==> src/rtl/crossy_pkg.sv <==
// Shared widths, mode and converter state encodings, and the double-dabble
// step used by the score BCD converter.
package crossy_pkg;

    localparam int SCORE_W  = 8;
    localparam int BCD_W    = 4;
    localparam int BCD_DIGS = 3;
    localparam int DABBLE_W = BCD_DIGS * BCD_W + SCORE_W;

    localparam logic [1:0] BCD_IDLE  = 2'd0;
    localparam logic [1:0] BCD_LOAD  = 2'd1;
    localparam logic [1:0] BCD_SHIFT = 2'd2;
    localparam logic [1:0] BCD_DONE  = 2'd3;

    localparam logic MODE_PLAY = 1'b1;
    localparam logic MODE_OVER = 1'b0;

    typedef struct packed {
        logic [BCD_W-1:0] hundreds;
        logic [BCD_W-1:0] tens;
        logic [BCD_W-1:0] ones;
    } bcd_digits_t;

    // One double-dabble iteration: bias every BCD nibble >= 5 by 3, then shift left.
    function automatic logic [DABBLE_W-1:0] dabble_step(input logic [DABBLE_W-1:0] w);
        logic [DABBLE_W-1:0] a;
        a = w;
        for (int n = 0; n < BCD_DIGS; n++) begin
            if (a[SCORE_W + n*BCD_W +: BCD_W] >= 4'd5) begin
                a[SCORE_W + n*BCD_W +: BCD_W] = a[SCORE_W + n*BCD_W +: BCD_W] + 4'd3;
            end else begin
                a[SCORE_W + n*BCD_W +: BCD_W] = a[SCORE_W + n*BCD_W +: BCD_W];
            end
        end
        return {a[DABBLE_W-2:0], 1'b0};
    endfunction

endpackage

==> src/rtl/bin2bcd_seq.sv <==
// Sequential double-dabble converter: LOAD, eight SHIFT cycles, DONE commit.
// i_start restarts from LOAD in any state, so a stale result is never committed.
module bin2bcd_seq
    import crossy_pkg::*;
(
    input  logic               i_clk,
    input  logic               i_rst,
    input  logic               i_start,
    input  logic [SCORE_W-1:0] i_bin,
    output logic               o_busy,
    output logic               o_done,
    output logic [BCD_W-1:0]   o_hundreds,
    output logic [BCD_W-1:0]   o_tens,
    output logic [BCD_W-1:0]   o_ones
);

    logic [1:0]          r_state;
    logic [2:0]          r_cnt;
    logic [DABBLE_W-1:0] r_work;
    bcd_digits_t         r_digits;

    // Converter FSM with work register and committed digit register.
    always_ff @(posedge i_clk) begin
        if (i_rst) begin
            r_state  <= BCD_IDLE;
            r_cnt    <= 3'd0;
            r_work   <= {DABBLE_W{1'b0}};
            r_digits <= '0;
        end else if (i_start) begin
            r_state <= BCD_LOAD;
            r_cnt   <= 3'd0;
        end else begin
            case (r_state)
                BCD_IDLE: begin
                    r_state <= BCD_IDLE;
                end
                BCD_LOAD: begin
                    r_work  <= {{(BCD_DIGS*BCD_W){1'b0}}, i_bin};
                    r_cnt   <= 3'd0;
                    r_state <= BCD_SHIFT;
                end
                BCD_SHIFT: begin
                    r_work <= dabble_step(r_work);
                    if (r_cnt == 3'd7) begin
                        r_cnt   <= 3'd0;
                        r_state <= BCD_DONE;
                    end else begin
                        r_cnt   <= r_cnt + 3'd1;
                        r_state <= BCD_SHIFT;
                    end
                end
                BCD_DONE: begin
                    r_digits <= bcd_digits_t'(r_work[DABBLE_W-1 -: BCD_DIGS*BCD_W]);
                    r_state  <= BCD_IDLE;
                end
                default: begin
                    r_state <= BCD_IDLE;
                    r_cnt   <= 3'd0;
                end
            endcase
        end
    end

    assign o_busy     = (r_state != BCD_IDLE);
    assign o_done     = (r_state == BCD_DONE);
    assign o_hundreds = r_digits.hundreds;
    assign o_tens     = r_digits.tens;
    assign o_ones     = r_digits.ones;

endmodule

==> src/rtl/score_keeper.sv <==
// Score keeper: game mode, frame divider, saturating score, high score and a
// change-triggered sequential BCD conversion of the score.
module score_keeper
    import crossy_pkg::*;
#(
    parameter int INC_PERIOD_FRAMES = 8,
    parameter int SCORE_MAX         = 255
) (
    input  logic               i_clk,
    input  logic               i_rst,
    input  logic               i_frame_tick,
    input  logic               i_move,
    input  logic               i_game_start,
    input  logic               i_game_over,
    output logic [SCORE_W-1:0] o_score,
    output logic [SCORE_W-1:0] o_high_score,
    output logic [BCD_W-1:0]   o_bcd_hundreds,
    output logic [BCD_W-1:0]   o_bcd_tens,
    output logic [BCD_W-1:0]   o_bcd_ones,
    output logic               o_bcd_valid
);

    localparam logic [SCORE_W-1:0] DIV_LAST  = SCORE_W'(INC_PERIOD_FRAMES - 1);
    localparam logic [SCORE_W-1:0] SCORE_TOP = SCORE_W'(SCORE_MAX);

    logic               r_mode;
    logic [SCORE_W-1:0] r_div;
    logic [SCORE_W-1:0] r_score;
    logic [SCORE_W-1:0] r_high;
    logic               r_hs_pend;
    logic [SCORE_W-1:0] r_req;
    logic               r_bcd_valid;

    logic               w_start;
    logic               w_bcd_busy;
    logic               w_bcd_done;
    logic [BCD_W-1:0]   w_hundreds;
    logic [BCD_W-1:0]   w_tens;
    logic [BCD_W-1:0]   w_ones;

    // Game mode, frame divider, score and high score.
    always_ff @(posedge i_clk) begin
        if (i_rst) begin
            r_mode    <= MODE_PLAY;
            r_div     <= {SCORE_W{1'b0}};
            r_score   <= {SCORE_W{1'b0}};
            r_high    <= {SCORE_W{1'b0}};
            r_hs_pend <= 1'b0;
        end else begin
            r_hs_pend <= i_game_over & ~i_game_start;
            if (r_hs_pend && (r_score > r_high)) begin
                r_high <= r_score;
            end else begin
                r_high <= r_high;
            end

            if (i_game_start) begin
                r_mode  <= MODE_PLAY;
                r_div   <= {SCORE_W{1'b0}};
                r_score <= {SCORE_W{1'b0}};
            end else if (i_game_over) begin
                r_mode <= MODE_OVER;
            end else if ((r_mode == MODE_PLAY) && i_frame_tick) begin
                if (!i_move) begin
                    r_div <= {SCORE_W{1'b0}};
                end else if (r_div >= DIV_LAST) begin
                    // divider keeps wrapping at saturation; only the score stops
                    r_div <= {SCORE_W{1'b0}};
                    if (r_score < SCORE_TOP) begin
                        r_score <= r_score + 8'd1;
                    end else begin
                        r_score <= r_score;
                    end
                end else begin
                    r_div <= r_div + 8'd1;
                end
            end else begin
                r_div <= r_div;
            end
        end
    end

    // A score differing from the last requested value (re)starts conversion.
    assign w_start = (r_score != r_req);

    // Last requested value and the digit-valid flag.
    always_ff @(posedge i_clk) begin
        if (i_rst) begin
            r_req       <= {SCORE_W{1'b0}};
            r_bcd_valid <= 1'b1;
        end else if (w_start) begin
            r_req       <= r_score;
            r_bcd_valid <= 1'b0;
        end else if (w_bcd_done || !w_bcd_busy) begin
            r_bcd_valid <= 1'b1;
        end else begin
            r_bcd_valid <= r_bcd_valid;
        end
    end

    bin2bcd_seq u_bcd (
        .i_clk      (i_clk),
        .i_rst      (i_rst),
        .i_start    (w_start),
        .i_bin      (r_score),
        .o_busy     (w_bcd_busy),
        .o_done     (w_bcd_done),
        .o_hundreds (w_hundreds),
        .o_tens     (w_tens),
        .o_ones     (w_ones)
    );

    assign o_score        = r_score;
    assign o_high_score   = r_high;
    assign o_bcd_hundreds = w_hundreds;
    assign o_bcd_tens     = w_tens;
    assign o_bcd_ones     = w_ones;
    assign o_bcd_valid    = r_bcd_valid;

endmodule

==> config.mk <==
export PLATFORM = sky130hd
export DESIGN_NAME = score_keeper
export DESIGN_NICKNAME = d
export VERILOG_FILES = /design/src/rtl/crossy_pkg.sv /design/src/rtl/bin2bcd_seq.sv /design/src/rtl/score_keeper.sv
export SDC_FILE = /design/constraint.sdc
export NUM_CORES = 1
export LEC_CHECK = 0
export ABC_AREA = 1
export BUFFER_PORTS_ARGS = -buffer_cell sky130_fd_sc_hd__buf_2
export CORE_MARGIN = 5
export CORE_UTILIZATION = 40
export DETAILED_ROUTE_END_ITERATION = 8
export PLACE_DENSITY = 0.63
export SYNTH_ARGS = -nofsm -noshare
export SYNTH_HDL_FRONTEND = slang
export SYNTH_SLANG_ARGS = --single-unit
export TNS_END_PERCENT = 100
==> constraint.sdc <==
create_clock -name i_clk -period 1.8 [get_ports i_clk]
set_input_delay 0.18 -clock i_clk [delete_from_list [all_inputs] [get_ports i_clk]]
set_output_delay 0.18 -clock i_clk [all_outputs]
set_load 0.01 [all_outputs]
=== Word-level counts from Yosys, hierarchy flattened ===
Index checks and enable logic that the tools add are counted.

* Eq/ne operators: 5
* Reductions and logical operators: 15
* Add/subtract/negate cells: 6
* Multiplexer cells: 13
* Bitwise operators: 4
* Order comparisons: 6

{| class="wikitable"
|+ Operator list
! operator !! number
|-
| $pmux W20 S2 || 1
|-
| $add A8 B1 Y8 const B || 2
|-
| $mux W8 || 2
|-
| $ge A4 B3 Y1 const B || 3
|-
| $add A4 B2 Y4 const B || 2
|-
| $ge A8 B3 Y1 const B || 1
|-
| $gt A8 B8 Y1 || 1
|-
| $lt A8 B8 Y1 const B || 1
|-
| $mux W4 || 2
|-
| $ne A8 B8 Y1 || 1
|-
| $mux W3 || 2
|-
| $pmux W2 S3 || 1
|-
| $pmux W3 S2 || 1
|-
| $reduce_and A2 Y1 || 3
|-
| $reduce_bool A2 Y1 || 3
|-
| $reduce_or A2 Y1 || 3
|-
| $reduce_and A5 Y1 || 1
|-
| $eq A2 B2 Y1 const B || 2
|-
| $mux W1 || 4
|-
| $add A3 B1 Y3 const B || 1
|-
| $add A3 B2 Y3 const B || 1
|-
| $eq A3 B3 Y1 const B || 1
|-
| $not A1 Y1 || 3
|-
| $eq A2 B1 Y1 const B || 1
|-
| 5 further kinds || 6
|}

* Output and inout bits: 29
* Register bits: 72
* Input bits: 6

=== Depth between registers and ports, before layout ===
* Depth after elaboration: 5
* Mapped depth: 13
* Gate-level depth less buffers: 12

=== By module ===
Synthesis repeated with hierarchy kept, for this count alone.

* Cell total of the unflattened synthesis: 455
* Area total of the unflattened synthesis: 3,463.3 um^2

{| class="wikitable"
|+ By module, submodules not included
! module !! cells an instance !! instances !! area an instance (um^2) !! sequential area each (um^2)
|-
| score_keeper || 227 || 1 || 1,741.7 || 700.7
|-
| bin2bcd_seq || 228 || 1 || 1,721.7 || 740.7
|}

=== Least setup slack after synthesis ===
No wires, ideal clock.

* Path type: reg2reg
* From: reg r_score[0], in the netlist o_score[0]
* To: reg r_high[6], in the netlist o_high_score[6]
* Buffers on the path: 1
* Data arrival time: 1.649 ns
* Required time: 1.685 ns
* Cell stages (with the launch flop): 10
* Setup slack: 0.036 ns
* Cells stage by stage: dfxtp_1 -> inv_2 -> ha_1 -> nand2_1 -> nor2_1 -> a21boi_1 -> buf_2 -> nand3_1 -> nand2_1 -> nor2_1

* Longest elaborated chain between the ends: 2

{| class="wikitable"
|+ RTL lines
! item !! RTL line !! RTL
|-
| from (decl) || score_keeper.sv:28 || <nowiki>logic [SCORE_W-1:0] r_score;</nowiki>
|-
| from (signal assigned) || score_keeper.sv:46 || <nowiki>r_score <= {SCORE_W{1'b0}};</nowiki>
|-
| from (signal assigned) || score_keeper.sv:60 || <nowiki>r_score <= {SCORE_W{1'b0}};</nowiki>
|-
| from (signal assigned) || score_keeper.sv:70 || <nowiki>r_score <= r_score + 8'd1;</nowiki>
|-
| $gt A8 B8 Y1 || score_keeper.sv:51 || <nowiki>if (r_hs_pend && (r_score > r_high)) begin</nowiki>
|-
| $logic_and A1 B1 Y1 || score_keeper.sv:51 ||
|-
| to (signal assigned) || score_keeper.sv:47 || <nowiki>r_high <= {SCORE_W{1'b0}};</nowiki>
|-
| to (signal assigned) || score_keeper.sv:52 || <nowiki>r_high <= r_score;</nowiki>
|-
| to (signal assigned) || score_keeper.sv:54 || <nowiki>r_high <= r_high;</nowiki>
|-
| to (decl) || score_keeper.sv:29 || <nowiki>logic [SCORE_W-1:0] r_high;</nowiki>
|}

No other way between the ends.
A chain may end at the register's enable or synchronous reset.

=== Worst setup path in the final report ===
* From: reg r_score[1], in the netlist o_score[1]
* To: reg r_score[6], in the netlist o_score[6]

* Longest elaborated chain between the ends: 2

{| class="wikitable"
|+ RTL lines
! item !! RTL line !! RTL
|-
| $lt A8 B8 Y1 || score_keeper.sv:69 || <nowiki>if (r_score < SCORE_TOP) begin</nowiki>
|-
| $reduce_and A5 Y1 (no source line) || -- ||
|}

Parallel ways exist; a longest one is shown, timed or not.

==> key figures <==
Power
  • Int Pwr: roughly 2.5 mW
  • Pleak: 2.271 nW
  • Clk pwr share: ~45%
  • Sw Share: 23.03%
  • Switching pwr: between 0.7 and 0.8 mW
  • Comb power frac: 5.2%
  • Worst VDD drop: roughly 0.00033 V
  • Flop pwr share: 50.2%
  • Power Density: roughly 700 nW/µm²

Critical path
  • WS Path Type: flip-flop to flip-flop
  • Crit end category: flip-flop
  • CP startpoint kind: flip-flop
  • R2R Path End: o_score[6]
  • Crit-path max FO: 9
  • Worst path most repeated cell: nand2_1
  • Worst path arrival time: 1.94 ns
  • CP Cell Sequence: ha_1, nand2_1, nor2_1, nand4_2, nand2_2, nand2_1, a21oi_1
  • Reg2Reg Setup Slack: about 0.14 ns
  • Reg-to-reg startpoint: o_score[1]
  • CP required: around 2.1 ns
  • Reg2Reg Depth: 7
  • CP max stage cell: dfxtp_1
  • Max incr delay on CP: 0.47 ns

Clock tree
  • Htree depth: 3
  • CTS tree: yes
  • Max Buffers Root-to-Sink: 2
  • Clock slew at reported path FFs: around 0.08 ns
  • Clock Latency Late Sink: ~0.35 ns
  • Hold-fix buffers, CTS: 0
  • Root Buffer: clkbuf_8
  • CTS sink cnt: 72
  • Cts bufs inserted: 9

Synthesis
  • Leading area contributor after synthesis: dfxtp_1
  • Yosys warns: 0
  • Synth top area share: around 37%
  • Flop and latch count out of synthesis: between 70 and 80
  • Leading cell types by count after synthesis: nand2_1, nor2_1, inv_1
  • Count leader, synth: nand2_1
  • Top FF cell, synth: dfxtp_1
  • Post-Synth Simple-Gate Area: about 37%
  • Largest family of logic cells by synthesized area: simple AND/OR/NAND/NOR gates
  • Synth Area in XOR/XNOR: roughly 1.1%
  • Mux share of post-synthesis cell area: 0%
  • EDFF count, synth: 0
  • Gate Count Post-Synth: 591
  • Register area share after synthesis: between 30% and 40%
  • Synthesized area: 3945 µm²
  • Synth Area in Compound Gates: 6.692%
  • Post-synth cell types: 34
  • Synth area leaders: dfxtp_1, nand2_1, nor2_1
  • Post-Synth Adder-Cell Area: 6.660%
  • Syn nets: about 620
  • Ys async rst share: 0%
  • Avg Synthesized Cell Area: approximately 6.7 µm²

Place
  • # port buffers: 34
  • Area post-placement: 4278 µm²
  • Placed insts: around 750
  • Post-DP HPWL: slightly below 6000 µm
  • Placer congestion estimate: a little over 0.8

Layout
  • Area growth syn-to-layout: 15.76%
  • Fill count: 984
  • Post-route cell area: roughly 4600 µm²
  • ANT cells: 0
  • Layout cell share with drive strength beyond 1: 17.13%
  • Fin cells: 775
  • Final Util: ~47%
  • Nets@finish: 665

Global routing
  • Antenna violations before repair: 0
  • Vias in the first global route: about 3300
  • First-pass GRT wire length: 14870 µm
  • Remaining global-route overflow: 0
  • Global router's overall resource usage: between 10% and 20%
  • Largest net degree at the start of global routing: between 40 and 50

Detailed routing
  • WL met2: between 3000 and 4000 µm
  • Top layer in use: met4
  • # DRC: 0
  • Routed wire per std cell: roughly 11 µm
  • Met1 wire length: approximately 4200 µm
  • Routed met3 length: between 300 and 400 µm
  • Routed WL: ~8600 µm
  • Antenna Nets Post-Route: 0
  • Initial DRC count: between 150 and 200
  • Drt via density: 4.560
  • Vias: between 3000 and 4000
  • First-pass DRT Iterations: 5

Job
  • Maximum Capacitance Violations: 0

STA
  • Setup TNS: 0 ns
  • Hold Slack: slightly below 0.09 ns
  • Fmax achieved: just over 600 MHz
  • Skew final: about 0.013 ns
  • Final Critical Period: roughly 1.7 ns
  • Count of final max-slew check failures: 0
  • RSZ-0062 raised after global routing: true
  • Max-slew headroom: about two thirds
  • Final setup vio count: 0
  • Fin. Hold Viols: 0
  • Worst slew pin tran: around 0.47 ns
  • Final period util: between 90 and 100%

Outcome
  • Status: finished, final reports clean

Die
  • # IOs: 35
  • Core area: a little under 10000 µm²
  • Chip Height: 109.3 µm
  • Die width: between 100 and 150 µm
  • Die area: between 10000 and 15000 µm²
  • Std-Cell Rows: 36
  • Initial Utilization: between 40% and 50%

Hold path
  • Hold Path End: r_hs_pend
  • Worst hold path class: input pin to flip-flop
  • Hold Crit Start: i_game_over
  • Hold path cells: 3
what timing repair did:
action                     in CTS  in global routing
setup endpoints to repair       0                 17
setup buffers                   0                  6
resized for setup               0                  6
through the flow:
stage	setup WS, ns	total power, mW
global route	-0.0006566	3.346
CTS	0.05125	3.254
detailed placement	0.09006	1.813
global placement	0.1266	1.811
floorplan	0.03594	1.760
finish	0.1429	3.206
worst max-delay path, delay by kind of cell, from the launching register on:
family                     cells  cell delay (ns)
DFF                            1             0.47
adders and majority gates      1             0.26
AOI/OAI and AO/OA              1             0.14
and+or+nand+nor                5             0.73
state kept, by name, indices dropped and copies added, names as in the netlist:
register,count
u_bcd.r_state,2
o_high_score,8
r_hs_pend,1
r_req,8
u_bcd.o_tens,4
u_bcd.r_cnt,3
o_bcd_valid,1
r_div,8
u_bcd.r_work,20
r_mode,1
o_score,8
u_bcd.o_ones,4
u_bcd.o_hundreds,4
cell type report:
class | count | area (µm²) | share of cell area (%)
Clock buffer | 10 | 137.6 | 3.014
Clock inverter | 5 | 81.33 | 1.781
Inverter | 94 | 352.8 | 7.726
Multi-Input combinational cell | 408 | 2044 | 44.77
Sequential cell | 72 | 1446 | 31.67
Tap cell | 133 | 166.4 | 3.644
Timing Repair Buffer | 53 | 337.8 | 7.397
per-layer routing:
layer	GRT usage, %	vias up
li1	-	1913
met1	19.80	1545
met2	25.75	64
met3	3.876	12
met4	5.610	0
met5	0	-
layout by cell type, fill, tap and decap left out, types with 2 or more instances in the layout:
cell type,n
xor2_1,4
nand2_1,167
o21ai_1,3
a22oi_1,3
buf_12,2
inv_1,82
nand4_1,7
inv_2,10
ha_1,21
nor3_1,3
a21oi_1,30
o21ai_0,9
buf_2,34
dfxtp_1,68
nand3_2,7
nand2_2,6
nor2_1,93
buf_4,17
clkinv_1,2
dfxtp_2,4
clkbuf_8,10
bufinv_16,2
nor2_4,3
nor2_2,6
nand3_1,35
nand3_4,2
power by group through the flow:
stage	Sequential, mW	Combinational [mW]	Clock, mW
final	1.61	0.168	1.43
after global routing	1.61	0.190	1.55
after CTS	1.61	0.168	1.48
after detailed placement	1.65	0.168	0
after global placement	1.65	0.166	0
after floorplan	1.65	0.112	0
cell families (layout without fill, tap and decap cells):
family | count (synthesis) | count (layout)
AND/OR/NAND/NOR | 333 | 333
buffers and inverters | 111 | 162
flip-flops | 72 | 72
AO/OA/AOI/OAI | 49 | 49
adder cells (fa/ha/maj) | 21 | 21
XOR/XNOR | 5 | 5
worst max path at each step:
| stage | startpoint | to | slack (ns) | depth (start not counted) |
|---|---|---|---|---|
| 2_1_floorplan | o_score[0] | o_high_score[6] | 0.04 | 9 |
| 3_3_place_gp | o_score[5] | u_bcd.r_work[8] | 0.13 | 8 |
| 3_5_place_dp | o_score[4] | u_bcd.r_work[8] | 0.09 | 10 |
| 4_1_cts | o_score[4] | u_bcd.r_work[8] | 0.05 | 10 |
| 5_1_grt | o_score[7] | u_bcd.r_work[7] | -0.0007 | 9 |
| 6_report | o_score[1] | o_score[6] | 0.14 | 7 |
Note: power is estimated with default switching activity, not from simulation.
